==> config.mk <==
export PLATFORM = sky130hd
export DESIGN_NAME = dmem_store_unit
export DESIGN_NICKNAME = d
export VERILOG_FILES = /design/src/rtl/dmem_store_unit.sv
export SDC_FILE = /design/constraint.sdc
export NUM_CORES = 1
export LEC_CHECK = 0
export BUFFER_PORTS_ARGS = -buffer_cell sky130_fd_sc_hd__buf_2
export CAP_MARGIN = 40
export CORE_MARGIN = 2
export CORE_UTILIZATION = 50
export DETAILED_ROUTE_END_ITERATION = 7
export GPL_ROUTABILITY_DRIVEN = 0
export PLACE_DENSITY = 0.82
export SLEW_MARGIN = 0
export SYNTH_ARGS = -nofsm -noshare
export SYNTH_HDL_FRONTEND = slang
export SYNTH_SLANG_ARGS = --single-unit
==> constraint.sdc <==
create_clock -name clk -period 2.6 [get_ports clk]
set_input_delay 0.13 -clock clk [delete_from_list [all_inputs] [get_ports clk]]
set_output_delay 0.13 -clock clk [all_outputs]
set_load 0.05 [all_outputs]
==> src/rtl/dmem_store_unit.sv <==
// Store-side data-memory interface. Accepts one SB/SH/SW store from execute,
// aligns rs2 onto byte lanes with strobes, runs a req/ready/valid handshake
// to data memory while stalling the pipeline, rejects misaligned or illegal
// stores with a fault pulse, and aborts a hung access with a watchdog.
module dmem_store_unit #(
   parameter int unsigned MAX_WAIT   = 16,
   parameter logic [31:0] RESET_ADDR = 32'h0000_0000
) (
   input  logic        clk,
   input  logic        reset,
   input  logic        req_valid,
   output logic        req_ready,
   input  logic [2:0]  req_funct3,
   input  logic [31:0] req_addr,
   input  logic [31:0] req_wdata,
   output logic [31:0] dmem_write_address,
   output logic [31:0] dmem_write_data,
   output logic [3:0]  dmem_write_byte,
   output logic        dmem_write_req,
   input  logic        dmem_write_ready,
   input  logic        dmem_write_valid,
   output logic        store_stall,
   output logic        store_fault,
   output logic [31:0] store_exc_addr,
   output logic        timeout
);

   typedef enum logic [1:0] {
      S_IDLE,
      S_REQ,
      S_WAIT
   } state_t;

   // Last counter value the watchdog tolerates before aborting.
   localparam logic [7:0] LAST_CNT = 8'(MAX_WAIT - 1);

   state_t     state;
   logic [7:0] wait_cnt;

   logic        legal;
   logic [31:0] lane_data;
   logic [3:0]  lane_strb;

   assign req_ready   = (state == S_IDLE);
   assign store_stall = (state != S_IDLE);

   // Decode store width: legality check and lane-aligned data/strobes.
   always_comb begin
      // NOTE: every output gets a default first so no path leaves it unassigned,
      // which would otherwise infer a latch.
      legal     = 1'b0;
      lane_data = req_wdata;
      lane_strb = 4'b0000;
      case (req_funct3)
         3'b000: begin
            legal     = 1'b1;
            lane_data = {4{req_wdata[7:0]}};
            lane_strb = 4'b0001 << req_addr[1:0];
         end
         3'b001: begin
            legal     = ~req_addr[0];
            lane_data = {2{req_wdata[15:0]}};
            lane_strb = req_addr[1] ? 4'b1100 : 4'b0011;
         end
         3'b010: begin
            legal     = (req_addr[1:0] == 2'b00);
            lane_data = req_wdata;
            lane_strb = 4'b1111;
         end
         default: begin
            legal = 1'b0;
         end
      endcase
   end

   // Transaction FSM with registered memory-side outputs and status pulses.
   always_ff @(posedge clk) begin
      // NOTE: sequential state uses non-blocking assignments only, so every
      // register in this block sees the pre-edge values of the others.
      if (reset) begin
         state              <= S_IDLE;
         wait_cnt           <= 8'd0;
         dmem_write_address <= 32'd0;
         dmem_write_data    <= 32'd0;
         dmem_write_byte    <= 4'd0;
         dmem_write_req     <= 1'b0;
         store_fault        <= 1'b0;
         timeout            <= 1'b0;
         store_exc_addr     <= RESET_ADDR;
      end else begin
         store_fault <= 1'b0;
         timeout     <= 1'b0;
         case (state)
            S_IDLE: begin
               if (req_valid) begin
                  if (legal) begin
                     dmem_write_address <= {req_addr[31:2], 2'b00};
                     dmem_write_data    <= lane_data;
                     dmem_write_byte    <= lane_strb;
                     dmem_write_req     <= 1'b1;
                     wait_cnt           <= 8'd0;
                     state              <= S_REQ;
                  end else begin
                     store_fault    <= 1'b1;
                     store_exc_addr <= req_addr;
                  end
               end
            end
            S_REQ: begin
               if (dmem_write_ready && dmem_write_valid) begin
                  dmem_write_req  <= 1'b0;
                  dmem_write_byte <= 4'd0;
                  state           <= S_IDLE;
               end else if (wait_cnt == LAST_CNT) begin
                  dmem_write_req  <= 1'b0;
                  dmem_write_byte <= 4'd0;
                  timeout         <= 1'b1;
                  store_exc_addr  <= dmem_write_address;
                  state           <= S_IDLE;
               end else if (dmem_write_ready) begin
                  dmem_write_req <= 1'b0;
                  wait_cnt       <= wait_cnt + 8'd1;
                  state          <= S_WAIT;
               end else begin
                  wait_cnt <= wait_cnt + 8'd1;
               end
            end
            S_WAIT: begin
               if (dmem_write_valid) begin
                  dmem_write_byte <= 4'd0;
                  state           <= S_IDLE;
               end else if (wait_cnt == LAST_CNT) begin
                  dmem_write_byte <= 4'd0;
                  timeout         <= 1'b1;
                  store_exc_addr  <= dmem_write_address;
                  state           <= S_IDLE;
               end else begin
                  wait_cnt <= wait_cnt + 8'd1;
               end
            end
            default: begin
               dmem_write_req  <= 1'b0;
               dmem_write_byte <= 4'd0;
               state           <= S_IDLE;
            end
         endcase
      end
   end

endmodule

=== After elaboration in Yosys (flattened, before gate mapping) ===
Index checks and enable logic that the tools add are counted.

* Register bits: 111
* Bits in latches: 0
* Memory bits (writable): 0
* Memory bits (read-only): 0
* Bits of input ports: 72
* Output and inout port bits: 105
* Word-level logic and storage cells: 81
* Memories kept: 0

* Add/subtract/negate cells: 1
* Multiply operators: 0
* Divide/modulo/power cells: 0
* Order comparisons: 0
* Equal/unequal tests: 12
* Shift operators: 1
* Multiplexer cells: 41
* Bitwise gates (word level): 4
* Reduce and logical (&&, ||, !) cells: 13

{| class="wikitable"
|+ Operators with widths
! operator !! count
|-
| $mux W32 || 5
|-
| $pmux W32 S3 || 1
|-
| $pmux W32 S2 || 1
|-
| $mux W8 || 5
|-
| $mux W4 || 6
|-
| $pmux W4 S3 || 2
|-
| $pmux W8 S3 || 1
|-
| $mux W2 || 7
|-
| $reduce_and A5 Y1 || 2
|-
| $mux W1 || 9
|-
| $add A8 B1 Y8 const B || 1
|-
| $eq A8 B4 Y1 const B || 1
|-
| $ne A2 B2 Y1 const B || 4
|-
| $reduce_and A4 Y1 || 2
|-
| $pmux W1 S3 || 2
|-
| $pmux W2 S3 || 1
|-
| $logic_not A2 Y1 || 2
|-
| $ne A4 B4 Y1 const B || 1
|-
| $not A1 Y1 || 4
|-
| $shl A1 B2 Y4 const A || 1
|-
| $eq A3 B1 Y1 const B || 1
|-
| $eq A3 B2 Y1 const B || 1
|-
| $logic_not A3 Y1 || 1
|-
| $ne A3 B3 Y1 const B || 1
|-
| 10 further kinds || 10
|}

=== Depth between registers and ports, before layout ===
Gate-level depths: netlist of run 1.

* Depth after elaboration: 5
* Mapped depth: 9
* Mapped depth without buffers: 7

=== Least setup slack after synthesis of run 1 ===
OpenSTA, ideal clock, no wires.

* Kind: reg-to-reg
* Start point: reg state[0]
* End point: reg wait_cnt[0]
* Library setup time: 0.126 ns
* Data arrival time: 2.188 ns
* Required time: 2.474 ns
* Path slack: 0.286 ns
* Stages on the path, launching flop included: 8
* Buffers on the path: 0
* Clock period less this slack: 2.314 ns
* Cell sequence: dfxtp_1 > inv_1 > ha_1 > inv_1 > a21oi_4 > a221oi_4 > a21boi_0 > o21ai_0

* Cells in the longest elaborated chain, start to end: 3
* Elaborated cells on any way between the ends: 10
* Classes of those cells: eq/ne: 6; mux: 1; reduce/logical: 3

{| class="wikitable"
|+ Ends and longest elaborated chain
! item !! RTL line !! source
|-
| start: declaration || 37 || <nowiki>state_t state;</nowiki>
|-
| start signal: assignment || 81 || <nowiki>state <= S_IDLE;</nowiki>
|-
| start signal: assignment || 102 || <nowiki>state <= S_REQ;</nowiki>
|-
| start signal: assignment || 113 || <nowiki>state <= S_IDLE;</nowiki>
|-
| $logic_not A2 Y1 (*) || n/a ||
|-
| net req_ready || 12 || <nowiki>output logic req_ready,</nowiki>
|-
| $ne A2 B1 Y1 (no line) (tied with other cells) || n/a ||
|-
| $reduce_and A5 Y1 (no line) || n/a ||
|-
| end signal: assignment || 122 || <nowiki>wait_cnt <= wait_cnt + 8'd1;</nowiki>
|-
| end signal: assignment || 125 || <nowiki>wait_cnt <= wait_cnt + 8'd1;</nowiki>
|-
| end signal: assignment || 138 || <nowiki>wait_cnt <= wait_cnt + 8'd1;</nowiki>
|-
| end: declaration || 38 || <nowiki>logic [7:0] wait_cnt;</nowiki>
|}

The timed path passes the listed nets; every way through them passes the cells marked *.
A chain may end at the register's enable or synchronous reset.

=== Final worst setup path of run 1 ===
* Start point: reg state[0]
* End point: reg store_exc_addr[23]

* Cells in the longest elaborated chain, start to end: 3
* Elaborated cells on any way between the ends: 10
* Classes of those cells: eq/ne: 6; mux: 1; reduce/logical: 3

{| class="wikitable"
|+ Ends and longest elaborated chain
! item !! RTL line !! source
|-
| $eq A2 B1 Y1 (tied with other cells) || 93 || <nowiki>case (state)</nowiki>
|-
| $ne A2 B2 Y1 (no line) / $reduce_bool A3 Y1 (equally long branches) || n/a ||
|-
| $reduce_and A5 Y1 (no line) || n/a ||
|-
| end signal: assignment || 105 || <nowiki>store_exc_addr <= req_addr;</nowiki>
|-
| end signal: assignment || 118 || <nowiki>store_exc_addr <= dmem_write_address;</nowiki>
|-
| end signal: assignment || 135 || <nowiki>store_exc_addr <= dmem_write_address;</nowiki>
|-
| end: declaration || 24 || <nowiki>output logic [31:0] store_exc_addr,</nowiki>
|}

Parallel ways exist; a longest one is shown, timed or not.

==> out/metrics.yaml, run 1 <==
outcome: "completed"
syn_to_final_growth_pct: 25.1
clock-sinks: 111
ys.flop_type: "dfxtp_1"
yosysSeqAreaShare_pct: 43.8
rsz0062_at_grt: "no"
hold_buffers: 13
vdd_drop_max_mv: 0.348
post_drt_wl_per_cell_microns: 15.7
top_layer: "met4"
worst_pin_slew_ns: 0.591
synth_async_sr_flop_share_pct: 0
timing.fmax_mhz: 433
powerDensity_mw_per_mm2: 782
cts-root-buf: "clkbuf_8"
die_y_microns: 105
hold_class: "primary input to flip-flop"
ios: 177
dr_total_vias: 4822
dr.pass1.iters: 5
layout_setup_ws_ns: 0.291
grt_max_degree: 65
met1_length_mm: 5.89
post-route-period-util_pct: 88.8
insertion_delay_ns: 0.37
p_leak_uw: 0.00268
syn_avg_cell_area_sq_um: 8.93
grt_usage_pct: 25.0
synth-edff-count: 0
dp_hpwl_mm: 9.66
core_area_sq_mm: 0.00982
clk_pin_slew_ns: 0.11
post_cts_buffers: 0
wl_met3_microns: 905
grt_pass1_vias: 4690
crit_fanout: 64
routed_wl_mm: 13.7
synth_area_sq_mm: 0.00507
synth_cells: 568
final_cell_mix: "buf_2, dfxtp_1, nand2_1"
grt_overflow: 0
ys_types: 51
whs_ns: 0.00957
switching_share_pct: 41.1
dpl_cell_area_sq_mm: 0.00601
combPwrFrac_pct: 38.4
critPathLaunchType: "flip-flop"
die_w_microns: 105
clock_skew_ns: 0.0138
final_common_cell: "buf_2"
num-nets-final: 810
ant_nets: 0
die_area_sq_mm: 0.0110
crit_type: "flip-flop to flip-flop"
p_int_uw: 2920
drv_cap: 0
cts_resized: 0
setup_viol: 0
post-route-min-period_ns: 2.31
layout-drive-gt1-share_pct: 33.5
num_antenna_cells: 0
slew_headroom_pct: 60.6
tritoncts: "built"
cp.arrival_ns: 2.61
wl_met2_mm: 6.58
dp.cells: 841
end_kind: "flip-flop"
drc: 0
row_count: 36
hold_viol: 0
clkPwrFrac_pct: 21.6
cts_buffers: 9
start_util_pct: 51.7
viasPerCell: 5.54
instances_no_fill: 870
required_ns: 2.90
ys_ff_latch: 111
portBuffers: 174
grt_pass1_wl_mm: 22.7
cts-htree-levels: 3
power.switching_uw: 2040
post-place-ws_ns: 0.316
dr.first_iter.drc_count: 332
seq_power_share_pct: 40.0
yosys_warnings: 0
final_cell_area_sq_mm: 0.00635
clk_path_buf_depth: 2
drv_slew: 0
fin_tns_setup_ns: 0
antenna_found_initial: 0
## cell usage after synthesis, drive strengths merged (4+ instances only)
cell,count,share of area (%)
o21ai,13,1.4
inv,8,0.59
mux2i,48,9.5
nor3,4,0.72
o211ai,9,1.3
clkbuf,23,1.7
a21oi,60,6.1
or3,5,0.81
nand3,4,0.39
buf,21,2.9
a311oi,8,1.4
dfxtp,111,44
o2bb2ai,4,0.69
ha,6,1.5
nor2,58,4.3
nand2,108,8.0
a21bo,4,0.79
a211oi,42,9.0
nand2b,4,0.49
## cell families (layout without fill, tap and decap cells)
| group | count (synthesis) | count (layout) | synth area share, % |
|---|---|---|---|
| AOI/OAI and AO/OA | 155 | 155 | 23.7 |
| and+or+nand+nor | 195 | 195 | 16.3 |
| DFF | 111 | 111 | 43.8 |
| adders and majority gates | 6 | 6 | 1.48 |
| other | 1 | 2 | 0.0739 |
| muxes | 48 | 48 | 9.47 |
| buffers and inverters | 52 | 220 | 5.18 |
## path summary, 6_finish.rpt
| kind | from | end | cells past startpoint | slack [ns] |
|---|---|---|---|---|
| worst max register to register | state[0]$_SDFFE_PP0P_ | store_exc_addr[23]$_SDFFE_PP0P_ | 8 | 0.29 |
| worst min register to register | dmem_write_data[4]$_SDFFE_PP0P_ | dmem_write_data[4]$_SDFFE_PP0P_ | 2 | 0.46 |
| worst min-delay path | req_addr[10] | dmem_write_address[10]$_SDFFE_PP0P_ | 3 | 0.01 |
| worst max-delay path | state[0]$_SDFFE_PP0P_ | store_exc_addr[23]$_SDFFE_PP0P_ | 8 | 0.29 |
## state kept, by name (all words and copies together) (netlist names)
signal              count
dmem_write_data        32
store_exc_addr         32
dmem_write_address     30
wait_cnt                8
dmem_write_byte         4
state                   2
dmem_write_req          1
store_fault             1
timeout                 1
## power by group through the flow
stage	sequential [uW]	combinational (uW)	clock, uW
floorplan	2630	880	0
global placement	2020	1840	0
detailed placement	2030	1890	0
CTS	1990	1910	1090
global route	2010	2030	1160
finish	1990	1910	1070
## cell type report
| type | instances | area [sq um] |
|---|---|---|
| inverter | 8 | 30.0 |
| timing repair buffer | 196 | 1120 |
| fill | 833 | 3470 |
| sequential | 111 | 2220 |
| clock inverter | 6 | 66.3 |
| multi-input combinational | 406 | 2600 |
| tap | 133 | 166 |
| clock buffer | 10 | 138 |
## stage by stage
step,util [%],total power (uW)
floorplan,-,3520
finish,64.6,4960
detailed placement,61.2,3920
global placement,61.2,3860
global route,64.6,5200
CTS,64.6,4990
## routing by layer
| metal | global-route usage (%) | vias to the layer above |
|---|---|---|
| li1 | - | 2329 |
| met3 | 5.05 | 26 |
| met2 | 42.3 | 199 |
| met4 | 9.33 | 0 |
| met5 | 0 | - |
| met1 | 31.3 | 2268 |
## critical path, stage by stage, from the launching register on
cell and delay (ns):
dfxtp_1 0.43, inv_1 0.10, ha_1 0.27, a21o_1 0.23, a221oi_1 0.30, o211a_2 0.27
buf_12 0.28, nor2_1 0.10, a211oi_2 0.21
(Power assumes the default switching activity.)
==> run 2: changes to the inputs <==
==> constraint.sdc (replaced) <==
create_clock -name clk -period 2.4 [get_ports clk]
set_input_delay 0.12 -clock clk [delete_from_list [all_inputs] [get_ports clk]]
set_output_delay 0.12 -clock clk [all_outputs]
set_load 0.05 [all_outputs]
==> run 2 against run 1 <==
- first-iteration DRC count shrank 17%
- fmax rose by 4.4%
- core utilization is 1.4 points higher
- flip-flop and latch count unchanged
- sequential power is 9% higher
- cell area increased by 2.2%
- die area is the same
- clock skew increased by 0.0029 ns
- largest power group unchanged
- highest routed layer unchanged
==> out/metrics.yaml, run 2 (synthesis results as in run 1) <==
outcome: "completed"
layout-drive-gt1-share_pct: 33.0  # -0.54 points
timing.fmax_mhz: 452  # +4.4%
seqCellArea_sq_mm: 0.00222  # unchanged
core_area_sq_mm: 0.00982  # unchanged
vdd_drop_max_mv: 0.455  # +31%
post_cts_buffers: 0  # unchanged
grt_usage_pct: 25.1  # +0.096 points
row_count: 36  # unchanged
grt_pass1_wl_mm: 22.8  # +0.12%
crit_end: "store_exc_addr[1]$_SDFFE_PP0P_"
tritoncts: "built"
setup_viol: 0  # unchanged
dr.first_iter.drc_count: 274  # -17%
rr_startpoint: "state[0]$_SDFFE_PP0P_"
viasPerCell: 5.51  # -0.59%
rrSetupSlack_ns: 0.19  # -0.10 ns
clock_skew_ns: 0.0166  # +0.00287 ns
ios: 177  # unchanged
cp.arrival_ns: 2.44  # -0.17 ns
layout_setup_ws_ns: 0.189  # -0.102 ns
final_cell_mix: "buf_2, dfxtp_1, nand2_1"
antenna_found_initial: 0  # unchanged
powerDensity_mw_per_mm2: 824  # +5.4%
drc: 0  # unchanged
portBuffers: 174  # unchanged
post-place-ws_ns: 0.225  # -0.0907 ns
drv_cap: 0  # unchanged
dr_total_vias: 4876  # +1.1%
grt_pass1_vias: 4712  # +0.47%
ant_nets: 0  # unchanged
cts-root-buf: "clkbuf_8"
r2r-end: "store_exc_addr[1]$_SDFFE_PP0P_"
post-route-period-util_pct: 92.1  # +3.3 points
p_leak_uw: 0.00274  # +2.0%
multiInputGateArea_sq_mm: 0.00260  # unchanged
dpl_cell_area_sq_mm: 0.00601  # unchanged
hold_viol: 0  # unchanged
num-nets-final: 825  # +1.9%
fillers: 819  # -1.7%
grt_overflow: 0  # unchanged
routed_wl_mm: 14.3  # +4.6%
required_ns: 2.62  # -0.28 ns
start_util_pct: 51.7  # unchanged
critPathLaunchType: "flip-flop"
hold_class: "primary input to flip-flop"
final_cell_area_sq_mm: 0.00649  # +2.2%
final_common_cell: "buf_2"
post_drt_wl_per_cell_microns: 16.1  # +2.8%
syn_to_final_growth_pct: 27.8
dp_hpwl_mm: 9.43  # -2.3%
whs_ns: 0.0247  # +0.0151 ns
clk_path_buf_depth: 2  # unchanged
reg2reg_depth: 8  # unchanged
crit_fanout: 32  # -50%
die_y_microns: 105  # unchanged
dr.pass1.iters: 5  # unchanged
grt_max_degree: 68  # +4.6%
totalPowerFinal_uw: 5350  # +7.8%
clk_pin_slew_ns: 0.11  # about the same
worst_pin_slew_ns: 0.780  # +0.189 ns
drv_slew: 0  # unchanged
die_area_sq_mm: 0.0110  # unchanged
startpoint: "state[0]$_SDFFE_PP0P_"
insertion_delay_ns: 0.37  # about the same
rsz0062_at_grt: "no"
slew_headroom_pct: 48.0  # -13 points
post-route-min-period_ns: 2.21  # -0.0979 ns
clock-sinks: 111  # unchanged
cts-htree-levels: 3  # unchanged
fin_tns_setup_ns: 0  # unchanged
crit_type: "flip-flop to flip-flop"
reg_top3: "dmem_write_data: 32 flops, store_exc_addr: 32 flops, dmem_write_address: 30 flops"
end_kind: "flip-flop"
num_antenna_cells: 0  # unchanged
cts_buffers: 9  # unchanged
die_w_microns: 105  # unchanged
==> run 2: cell count changes in the layout (fill, tap and decap cells not counted), sizes merged <==
cell,before,now
dlygate4sd3,13,27
clkinvlp,0,1
bufinv,1,0
inv,10,11
==> run 2: through the flow <==
stage	std cells	util (%)
finish	885	66.1
global route	885	66.1
CTS	884	65.8
detailed placement	841	61.2
global placement	841	61.2
floorplan	569	-
==> run 2: final cells by class <==
type                    count  share of cell area [%]
multi-input cells         406                    40.1
flip-flops and latches    111                    34.3
repair buffers            211                    19.8
well taps                 133                    2.57
clock buffers               9                    1.91
clock inverters             7                   0.849
inverters                   8                   0.463
==> run 2: worst min-delay path by stage <==
stage                 startpoint  depth (start not counted)                                   to
global route         req_addr[2]                          3   dmem_write_address[2]$_SDFFE_PP0P_
global placement    req_addr[20]                          3  dmem_write_address[20]$_SDFFE_PP0P_
finish              req_wdata[1]                          3      dmem_write_data[1]$_SDFFE_PP0P_
floorplan              req_valid                          1               store_fault$_SDFF_PP0_
detailed placement  req_addr[22]                          3  dmem_write_address[22]$_SDFFE_PP0P_
CTS                 req_addr[31]                          3  dmem_write_address[31]$_SDFFE_PP0P_
==> run 2: per-layer routing <==
| layer | global-route usage (%) | wire (microns) |
|---|---|---|
| met3 | 5.36 | 1020 |
| met1 | 31.1 | 5990 |
| met4 | 6.67 | 211 |
| met2 | 43.9 | 7050 |
| met5 | 0 | 0 |
==> run 2: critical path: stages (launching register included) <==
cell	delay, ns
dfxtp_1	0.42
inv_1	0.09
ha_1	0.26
a21o_1	0.22
a221oi_1	0.27
o211a_2	0.33
clkbuf_16	0.29
nand2b_1	0.13
a21oi_1	0.06
==> run 2: what timing repair did <==
item	CTS	global route
hold endpoints to repair	27	0
gates resized for setup	0	0
endpoints found under the setup margin	0	21
hold buffers	27	0
==> run 2: where the power goes <==
part,switching (uW),total (uW),leakage [uW],internal [uW]
registers,117,2160,0.000906,2040
clock network,659,1050,0.0000919,392
logic,1490,2140,0.00174,645
